**src/rtl/vsa_pkg.sv**
```systemverilog
// ----------------------------------------------------------------------------
// vsa_pkg
// Shared definitions for the parametrised VSA core: opcode and function-code
// encodings, the five-state sequencer enum, and helpers that derive the
// instruction-field widths from the register-file depth.
// Optional feature macro used by the core: VSA_BNEZ_EN.
// ----------------------------------------------------------------------------
package vsa_pkg;

    typedef enum logic [2:0] {
        OP_LW   = 3'd0,
        OP_SW   = 3'd1,
        OP_BEQZ = 3'd2,
        OP_ALU  = 3'd3,
        OP_ADDI = 3'd4,
        OP_SUBI = 3'd5,
        OP_BNEZ = 3'd6,
        OP_JR   = 3'd7
    } opcode_t;

    typedef enum logic [2:0] {
        FN_ADD = 3'd0,
        FN_SUB = 3'd1,
        FN_AND = 3'd2,
        FN_OR  = 3'd3,
        FN_XOR = 3'd4,
        FN_NOT = 3'd5,
        FN_SRL = 3'd6,
        FN_SRA = 3'd7
    } fun_t;

    typedef enum logic [2:0] {
        S_IF  = 3'd0,
        S_ID  = 3'd1,
        S_EX  = 3'd2,
        S_MEM = 3'd3,
        S_WB  = 3'd4
    } state_t;

    // Register-address field width for a register file of nreg entries.
    function automatic int rw_of(input int nreg);
        return $clog2(nreg);
    endfunction

    // Immediate field width: whatever is left of the I-format after
    // opcode and two register fields.
    function automatic int immw_of(input int rw);
        return rw + 3;
    endfunction

    // Full instruction width.
    function automatic int iw_of(input int rw);
        return 3 * rw + 6;
    endfunction

endpackage

```
**src/rtl/vsa_alu.sv**
```systemverilog
// ----------------------------------------------------------------------------
// vsa_alu
// Combinational execute unit of the VSA core. Produces the address for
// LW/SW, the immediate arithmetic for ADDI/SUBI and the register-register
// result for ALU-class instructions. Branch targets are formed in the core.
// Ports:
//   A, B     : register operands (DW bits)
//   imm      : I-format immediate, zero-extended here (IMMW bits)
//   opcode   : instruction opcode
//   fun      : R-format function code
//   result   : DW-bit result, modulo 2^DW
// ----------------------------------------------------------------------------
module vsa_alu
    import vsa_pkg::*;
#(
    parameter int DW   = 5,
    parameter int IMMW = 5
) (
    input  logic [DW-1:0]   A,
    input  logic [DW-1:0]   B,
    input  logic [IMMW-1:0] imm,
    input  opcode_t         opcode,
    input  fun_t            fun,
    output logic [DW-1:0]   result
);

    logic [DW-1:0]        imm_x;
    logic signed [DW-1:0] a_s;
    logic signed [DW-1:0] sra_s;

    assign imm_x = DW'(imm);
    assign a_s   = A;
    assign sra_s = a_s >>> 1;

    always_comb begin
        result = '0;
        case (opcode)
            OP_LW, OP_SW, OP_ADDI: result = A + imm_x;
            OP_SUBI:               result = A - imm_x;
            OP_ALU: begin
                case (fun)
                    FN_ADD:  result = A + B;
                    FN_SUB:  result = A - B;
                    FN_AND:  result = A & B;
                    FN_OR:   result = A | B;
                    FN_XOR:  result = A ^ B;
                    FN_NOT:  result = ~A;
                    FN_SRL:  result = A >> 1;
                    FN_SRA:  result = sra_s;
                    default: result = '0;
                endcase
            end
            default: result = '0;
        endcase
    end

endmodule

```
**src/rtl/vsa_param_core.sv**
```systemverilog
// ----------------------------------------------------------------------------
// vsa_param_core
// Five-state (IF, ID, EX, MEM, WB) non-pipelined VSA processor, generalised
// in data width, PC width and register-file depth, with ready/valid stalls
// on both memory ports and an asynchronous active-high reset.
// Optional feature macro: VSA_BNEZ_EN (opcode 6 = BNEZ, opcode 7 = JR);
// without it opcodes 6 and 7 are NOPs that only advance the PC by 2.
// Ports:
//   clock, reset  : rising-edge clock, async active-high reset
//   PC            : instruction address
//   imem_req      : fetch request, high only in IF
//   imem_ready    : instruction valid this cycle
//   instruction   : fetched instruction word
//   ALUOutput     : data address / ALU result register
//   mem_req       : data access request, high in MEM for LW/SW
//   mem_ready     : data access completes this cycle
//   datain        : load data
//   dataout       : store data (register B)
//   wr            : store strobe (mem_req and opcode SW)
// ----------------------------------------------------------------------------
module vsa_param_core
    import vsa_pkg::*;
#(
    parameter  int DW   = 5,
    parameter  int PCW  = 5,
    parameter  int NREG = 4,
    localparam int RW   = rw_of(NREG),
    localparam int IMMW = immw_of(RW),
    localparam int IW   = iw_of(RW)
) (
    input  logic           clock,
    input  logic           reset,
    output logic [PCW-1:0] PC,
    output logic           imem_req,
    input  logic           imem_ready,
    input  logic [IW-1:0]  instruction,
    output logic [DW-1:0]  ALUOutput,
    output logic           mem_req,
    input  logic           mem_ready,
    input  logic [DW-1:0]  datain,
    output logic [DW-1:0]  dataout,
    output logic           wr
);

    state_t          state_q;
    logic [PCW-1:0]  pc_q, npc_q, pc_d;
    logic [IW-1:0]   ir_q;
    logic [DW-1:0]   a_q, b_q, alu_q, lmd_q;
    logic            cond_q;
    logic [DW-1:0]   regs_q [NREG];
    logic            imem_req_q, mem_req_q, wr_q;

    // Instruction fields. The I-format destination shares the R-format s2 slot.
    opcode_t         op;
    fun_t            fun;
    logic [RW-1:0]   s1, s2, d_r, d_i;
    logic [IMMW-1:0] imm;

    assign op  = opcode_t'(ir_q[IW-1 -: 3]);
    assign s1  = ir_q[IW-4 -: RW];
    assign s2  = ir_q[IW-4-RW -: RW];
    assign d_i = s2;
    assign d_r = ir_q[IW-4-2*RW -: RW];
    assign fun = fun_t'(ir_q[2:0]);
    assign imm = ir_q[IMMW-1:0];

    logic is_mem, is_branch, is_arith;
    assign is_mem   = (op == OP_LW) || (op == OP_SW);
    assign is_arith = (op inside {OP_LW, OP_SW, OP_ADDI, OP_SUBI, OP_ALU});
`ifdef VSA_BNEZ_EN
    assign is_branch = (op == OP_BEQZ) || (op == OP_BNEZ);
`else
    assign is_branch = (op == OP_BEQZ);
`endif

    logic [DW-1:0] alu_res;

    vsa_alu #(
        .DW   (DW),
        .IMMW (IMMW)
    ) u_alu (
        .A      (a_q),
        .B      (b_q),
        .imm    (imm),
        .opcode (op),
        .fun    (fun),
        .result (alu_res)
    );

    // Branch offset is the low IMMW-1 immediate bits shifted left once, so
    // the target stays even whenever NPC is even.
    logic [PCW-1:0] br_tgt;
    assign br_tgt = npc_q + PCW'({imm[IMMW-2:0], 1'b0});

`ifdef VSA_BNEZ_EN
    logic [PCW-1:0] a_pc;
    assign a_pc = PCW'(a_q);
`endif

    always_comb begin
        pc_d = npc_q;
        if (is_branch && cond_q) pc_d = PCW'(alu_q);
`ifdef VSA_BNEZ_EN
        if (op == OP_JR) pc_d = {a_pc[PCW-1:1], 1'b0};
`endif
    end

    // Write-back selection; R0 writes are dropped at the register update.
    logic          wb_en;
    logic [RW-1:0] wb_addr;
    logic [DW-1:0] wb_data;
    assign wb_en   = (op inside {OP_ALU, OP_ADDI, OP_SUBI, OP_LW});
    assign wb_addr = (op == OP_ALU) ? d_r : d_i;
    assign wb_data = (op == OP_LW) ? lmd_q : alu_q;

    always_ff @(posedge clock or posedge reset) begin
        if (reset) begin
            state_q    <= S_IF;
            pc_q       <= '0;
            npc_q      <= '0;
            ir_q       <= '0;
            a_q        <= '0;
            b_q        <= '0;
            alu_q      <= '0;
            lmd_q      <= '0;
            cond_q     <= 1'b0;
            imem_req_q <= 1'b1;
            mem_req_q  <= 1'b0;
            wr_q       <= 1'b0;
            for (int i = 0; i < NREG; i++) regs_q[i] <= '0;
        end else begin
            case (state_q)
                S_IF: begin
                    if (imem_ready) begin
                        ir_q       <= instruction;
                        npc_q      <= pc_q + PCW'(2);
                        imem_req_q <= 1'b0;
                        state_q    <= S_ID;
                    end
                end
                S_ID: begin
                    a_q     <= regs_q[s1];
                    b_q     <= regs_q[s2];
                    state_q <= S_EX;
                end
                S_EX: begin
                    if (is_branch) begin
                        alu_q  <= DW'(br_tgt);
                        cond_q <= (op == OP_BEQZ) ? (a_q == '0) : (a_q != '0);
                    end else if (is_arith) begin
                        alu_q <= alu_res;
                    end
                    mem_req_q <= is_mem;
                    wr_q      <= (op == OP_SW);
                    state_q   <= S_MEM;
                end
                S_MEM: begin
                    // Non-memory instructions pass straight through.
                    if (!mem_req_q || mem_ready) begin
                        if (op == OP_LW) lmd_q <= datain;
                        pc_q      <= pc_d;
                        mem_req_q <= 1'b0;
                        wr_q      <= 1'b0;
                        state_q   <= S_WB;
                    end
                end
                S_WB: begin
                    if (wb_en && (wb_addr != '0)) regs_q[wb_addr] <= wb_data;
                    imem_req_q <= 1'b1;
                    state_q    <= S_IF;
                end
                default: begin
                    imem_req_q <= 1'b1;
                    mem_req_q  <= 1'b0;
                    wr_q       <= 1'b0;
                    state_q    <= S_IF;
                end
            endcase
        end
    end

    assign PC        = pc_q;
    assign imem_req  = imem_req_q;
    assign ALUOutput = alu_q;
    assign mem_req   = mem_req_q;
    assign dataout   = b_q;
    assign wr        = wr_q;

    a_pc_even: assert property (@(posedge clock) disable iff (reset)
        (pc_q[0] == 1'b0) && (npc_q[0] == 1'b0));
    a_r0_zero: assert property (@(posedge clock) disable iff (reset)
        regs_q[0] == '0);
    a_req_excl: assert property (@(posedge clock) disable iff (reset)
        !(imem_req_q && mem_req_q));

endmodule

```
**config.mk**
```make
export PLATFORM = sky130hd
export DESIGN_NAME = vsa_param_core
export DESIGN_NICKNAME = d
export VERILOG_FILES = /design/src/rtl/vsa_pkg.sv /design/src/rtl/vsa_alu.sv /design/src/rtl/vsa_param_core.sv
export SDC_FILE = /design/constraint.sdc
export NUM_CORES = 1
export LEC_CHECK = 0
export BUFFER_PORTS_ARGS = -buffer_cell sky130_fd_sc_hd__buf_4
export CORE_MARGIN = 2
export CORE_UTILIZATION = 45
export DETAILED_ROUTE_END_ITERATION = 10
export HOLD_SLACK_MARGIN = 0.1
export PLACE_DENSITY = 0.67
export SLEW_MARGIN = 20
export SYNTH_ARGS = -nofsm -noshare
export SYNTH_HDL_FRONTEND = slang
export SYNTH_SLANG_ARGS = --single-unit
```
**constraint.sdc**
```tcl
create_clock -name clock -period 3.6 [get_ports clock]
set_input_delay 0.72 -clock clock [delete_from_list [all_inputs] [get_ports clock]]
set_output_delay 0.72 -clock clock [all_outputs]
set_load 0.05 [all_outputs]
```
### After elaboration in Yosys (flattened, before gate mapping)

Index checks and enable logic that the tools add are counted.
Widths: inputs -> output; s select.

* $add $sub $neg: 6
* order comparisons: 4
* equal/unequal tests: 18
* mux-type cells: 24
* bitwise gates (word level): 9
* reductions and logical operators: 26

Operators with widths (number)
* $mux 5: 9
* $pmux 5 s8: 1
* $eq 3x3->1 const B: 7
* $bmux 5 s2: 2
* $bwmux 20: 1
* $eq 3x2->1 const B: 6
* $reduce_and 2->1: 8
* $add 5x5->5: 3
* $pmux 5 s3: 1
* $pmux 3 s4: 1
* $demux 5 s2: 1
* $sub 5x5->5: 2
* $eq 3x1->1 const B: 3
* $ge 3x3->1 const B: 3
* $logic_not 3->1: 3
* $not 2->3: 3
* $reduce_or 3->1: 3
* $mux 3: 2
* $pmux 1 s3: 2
* $add 5x2->5 const B: 1
* $and 5x5->5: 1
* $logic_not 5->1: 1
* $not 5->5: 1
* $or 5x5->5: 1
* other kinds (14): 21

* flip-flop bits (word level): 69
* bits of input ports: 21
* output and inout bits: 18

### Logic depth before layout (Yosys ltp)

* depth after elaboration: 8
* depth in mapped cells: 12
* mapped depth without buffers: 12

### Modules after synthesis

A second synthesis with hierarchy kept.

* cells, all modules: 380
* area total of the unflattened synthesis: 4255.3 um^2

Modules (own cells, without submodules)
* vsa_param_core: instances 1, cells each 249, area an instance 3288.2 um^2
* vsa_alu: instances 1, cells each 131, area an instance 967.2 um^2

### Worst setup path before layout

No wires, ideal clock.

* path kind: register to register
* start point: register ir_q[1]
* end point: register alu_q[3], in the netlist ALUOutput[3]
* library setup time: 67 ps
* arrival: 2695 ps
* data required time: 3533 ps
* slack: 837 ps
* cell stages (with the launch flop): 12
* period minus slack after synthesis: 2763 ps
* cells stage by stage: dfrtp_1 inv_1 ha_1 nor2b_1 mux2i_1 ha_1 nor2b_1 o21ai_0 a21oi_1 or4_1 o211ai_1 a22o_1

* longest elaborated chain between the ends: 5
* elaborated cells on any way between the ends: 15
* those cells by class: add/sub: 3; eq/ne: 7; mux: 4; reduce/logical: 1

Ends and longest elaborated chain
* start, declared: line vsa_param_core.sv:47 `logic [IW-1:0] ir_q;`
* start signal, assigned: line vsa_param_core.sv:135 `ir_q <= instruction;`
* parallel branches: the longest is 4 deep, another holds $sub 5x5->5
* $mux 5 *: line vsa_param_core.sv:147 `if (is_branch) begin`
* end signal, assigned: line vsa_param_core.sv:148 `alu_q <= DW'(br_tgt);`
* end signal, assigned: line vsa_param_core.sv:151 `alu_q <= alu_res;`
* end, declared: line vsa_param_core.sv:48 `logic [DW-1:0] a_q, b_q, alu_q, lmd_q;`

Every way passes the cells marked *. The select of a mux whose other input is x is not followed.
A chain may end at the register's enable or synchronous reset.

### Worst setup path in the final report

Ends and elaborated chain as after synthesis.

==> flow_summary.json <==
{
  "syn2layout_area_growth_pct": 14.4,
  "cellLeakagePower_nw": 2.18,
  "max-slew-margin-rel": 0.532,
  "crit_required_ps": 3900,
  "cts_buffer_depth": 2,
  "grt_max_degree": 32,
  "synth_top_area_share": 0.412,
  "async_flop_share": 1.00,
  "overflow": 0,
  "synthCells": 386,
  "wire_per_inst_um": 18.4,
  "via_count": 3052,
  "vdd_drop_max_mv": 0.478,
  "yosysWarnings": 0,
  "track_usage": 0.212,
  "path_clk_slew_ps": 80,
  "min_period_over_period": 0.887,
  "finalSetupViolations": 0,
  "path_class": "reg -> reg",
  "grtUsageMet2": 0.348,
  "fin_worst_skew_ps": 5.34,
  "grtUsageMet3": 0.0515,
  "fin_nets": 470,
  "first_pass_iters": 4,
  "numPortBuffers": 38,
  "synth_edf_count": 0,
  "cts-root-buf": "clkbuf_8",
  "use_met1": 0.272,
  "num_antenna_cells": 0,
  "finalHoldViolations": 0,
  "place_ws_ps": 442,
  "min_from": "regs_q[17]",
  "period_minus_slack_ps": 3190,
  "cts_made_buffers": 9,
  "dieArea_mm2": 0.00997,
  "yosysUniqueCellTypes": 57,
  "drv_cap": 0,
  "final_layout_size_suffix_gt1_frac": 0.274,
  "synth_area_leader_cell": "dfrtp_1",
  "drt-initial-drc-count": 142,
  "finalMaxSlewViolations": 0,
  "antenna_found_initial": 0,
  "grt_first_pass_wirelength_mm": 16.2,
  "synth_area_per_cell_um2": 10.7,
  "critical_path.endpoint_type": "flop",
  "postCtsHoldBufs": 0,
  "gr-max-usage-layer": "met2",
  "start_kind": "flop",
  "worstSetupStartpoint": "ir_q[1]",
  "num_rows": 34,
  "io_pins": 39,
  "final_core_util": 0.537,
  "dieWidth_um": 99.8,
  "cts.repair.resized": 0,
  "ys_ff_latch": 69,
  "holdWs_ps": 398,
  "dp_hpwl_mm": 7.22,
  "synth-main-ff-cell": "dfrtp_1",
  "wirelength_mm": 9.78,
  "cts_setup_buffers": 0,
  "p_per_area_mw_per_mm2": 1070,
  "final_antenna_net_count": 0,
  "start_util": 0.469,
  "syn_area_mm2": 0.00413,
  "cts_tree": "built",
  "postSynthNetCount": 438,
  "finalWorstSetupSlack_ps": 408,
  "cp_max_fo": 10,
  "cts_num_sinks": 69,
  "clock.fmax_mhz": 313,
  "hp-class": "reg -> reg",
  "gp_congestion": 0.927,
  "ys_seq_area_frac": 0.418,
  "synthTopCellsByArea": "dfrtp_1 41%, mux2_2 9.5%, ha_1 8.5%",
  "grt_pass1_vias": 3148,
  "outcome": "finished, final reports clean",
  "drcViolationCount": 0,
  "core_area_mm2": 0.00881,
  "layout.cells.non_filler": 531,
  "rsz0062_at_grt": "no",
  "viasPerCell": 5.75,
  "clk_latency_ps": 360,
  "r2r_start": "ir_q[1]",
  "worst_ep_arrival_time_ps": 3490,
  "cts-htree-levels": 3,
  "place_inst": 515,
  "tns_ps": 0,
  "die_y_um": 99.8,
  "worst_pin_slew_ps": 696
}
[worst max-delay path: stages, from the launching register on]
cell	delay [ps]
dfrtp_1	500
inv_1	220
ha_1	260
nor2b_1	350
mux2i_1	370
ha_1	290
nor2b_1	120
o21ai_0	210
a21oi_1	90
or4_1	470
o211ai_1	110
a22o_1	140
[metrics by stage]
stage               total power, mW  instance area [um2]
floorplan                      3.53                 4130
global placement               4.16                 4480
detailed placement             4.23                 4480
CTS                            5.07                 4730
global route                   5.43                 4730
finish                         5.05                 4730
[final timing paths]
kind | endpoint | slack, ps | cells after the start
worst max-delay path | ALUOutput[3] | 410 | 11
min in group asynchronous | lmd_q[0] | 440 | 2
worst min register to register | regs_q[17] | 400 | 0
worst min-delay path | regs_q[17] | 400 | 0
max in group asynchronous | imem_req | 2290 | 3
worst max register to register | ALUOutput[3] | 410 | 11
[synth_stat cells, types with 2 or more instances]
| master | instances |
|---|---|
| nor2_1 | 13 |
| a211oi_1 | 2 |
| mux2_2 | 35 |
| nor3b_1 | 2 |
| buf_2 | 3 |
| fa_1 | 3 |
| xnor2_1 | 8 |
| o31ai_1 | 2 |
| inv_1 | 23 |
| and3b_2 | 2 |
| clkbuf_1 | 13 |
| nand3b_1 | 2 |
| a21o_1 | 5 |
| buf_4 | 2 |
| nand3_1 | 5 |
| a21oi_1 | 20 |
| nand2_1 | 39 |
| a221oi_1 | 4 |
| mux4_2 | 10 |
| o21ai_1 | 2 |
| ha_1 | 28 |
| nor3_1 | 6 |
| xor2_1 | 7 |
| mux2i_1 | 6 |
| dfrtp_1 | 68 |
| o21ai_0 | 34 |
| or2_2 | 2 |
| nand2b_1 | 5 |
| nor2b_1 | 4 |
| o22ai_1 | 2 |
| a31oi_1 | 3 |
[registers in the layout (all words and copies together), names as in the netlist, 3 cells and up]
| name | cells |
|---|---|
| PC | 5 |
| state_q | 3 |
| ir_q | 12 |
| a_q | 5 |
| lmd_q | 5 |
| ALUOutput | 5 |
| regs_q | 20 |
| npc_q | 5 |
| dataout | 5 |
[cell families after synthesis]
kind of cell | share of synthesized area
muxes | 0.167
xor gates and xnor gates | 0.0372
adders and majority gates | 0.0993
buffers and inverters | 0.0490
AOI/OAI and AO/OA | 0.117
DFF | 0.418
and+or+nand+nor | 0.113
[routing by layer]
layer,up-vias,wire (um)
li1,1434,-
met2,76,4820
met5,-,0
met4,0,259
met3,27,470
met1,1515,4220
[cell type report]
type / count / area [um2]
Inverter: 24 / 90.1
Sequential cell: 69 / 1730
Multi-Input combinational cell: 271 / 2200
Timing Repair Buffer: 43 / 323
Clock inverter: 7 / 128
Clock buffer: 9 / 124
Tap cell: 108 / 135
Fill cell: 798 / 4080
[cells in the final DEF (no fill, tap or decap), types with 3 or more instances in the layout]
cell | Yosys | routed
inv_1 | 23 | 22
o21ai_0 | 34 | 34
bufinv_16 | 0 | 3
dfrtp_1 | 68 | 68
xor2_1 | 7 | 7
clkbuf_8 | 1 | 9
xnor2_1 | 8 | 8
nand2b_1 | 5 | 5
ha_1 | 28 | 28
buf_4 | 2 | 43
a31oi_1 | 3 | 3
fa_1 | 3 | 3
mux4_2 | 10 | 10
nand3_1 | 5 | 5
nor3_1 | 6 | 6
a21o_1 | 5 | 5
nor2b_1 | 4 | 4
a21oi_1 | 20 | 20
mux2i_1 | 6 | 6
nand2_1 | 39 | 39
mux2_2 | 35 | 35
a221oi_1 | 4 | 4
nor2_1 | 13 | 13
[report_power, final]
group	internal, mW	leakage, nW	switching (mW)	total [mW]
logic	1.22	1.16	1.48	2.69
registers	1.07	0.890	0.465	1.54
clock network	0.471	0.126	0.347	0.818
No activity file was read; power rests on OpenSTA's default activity.
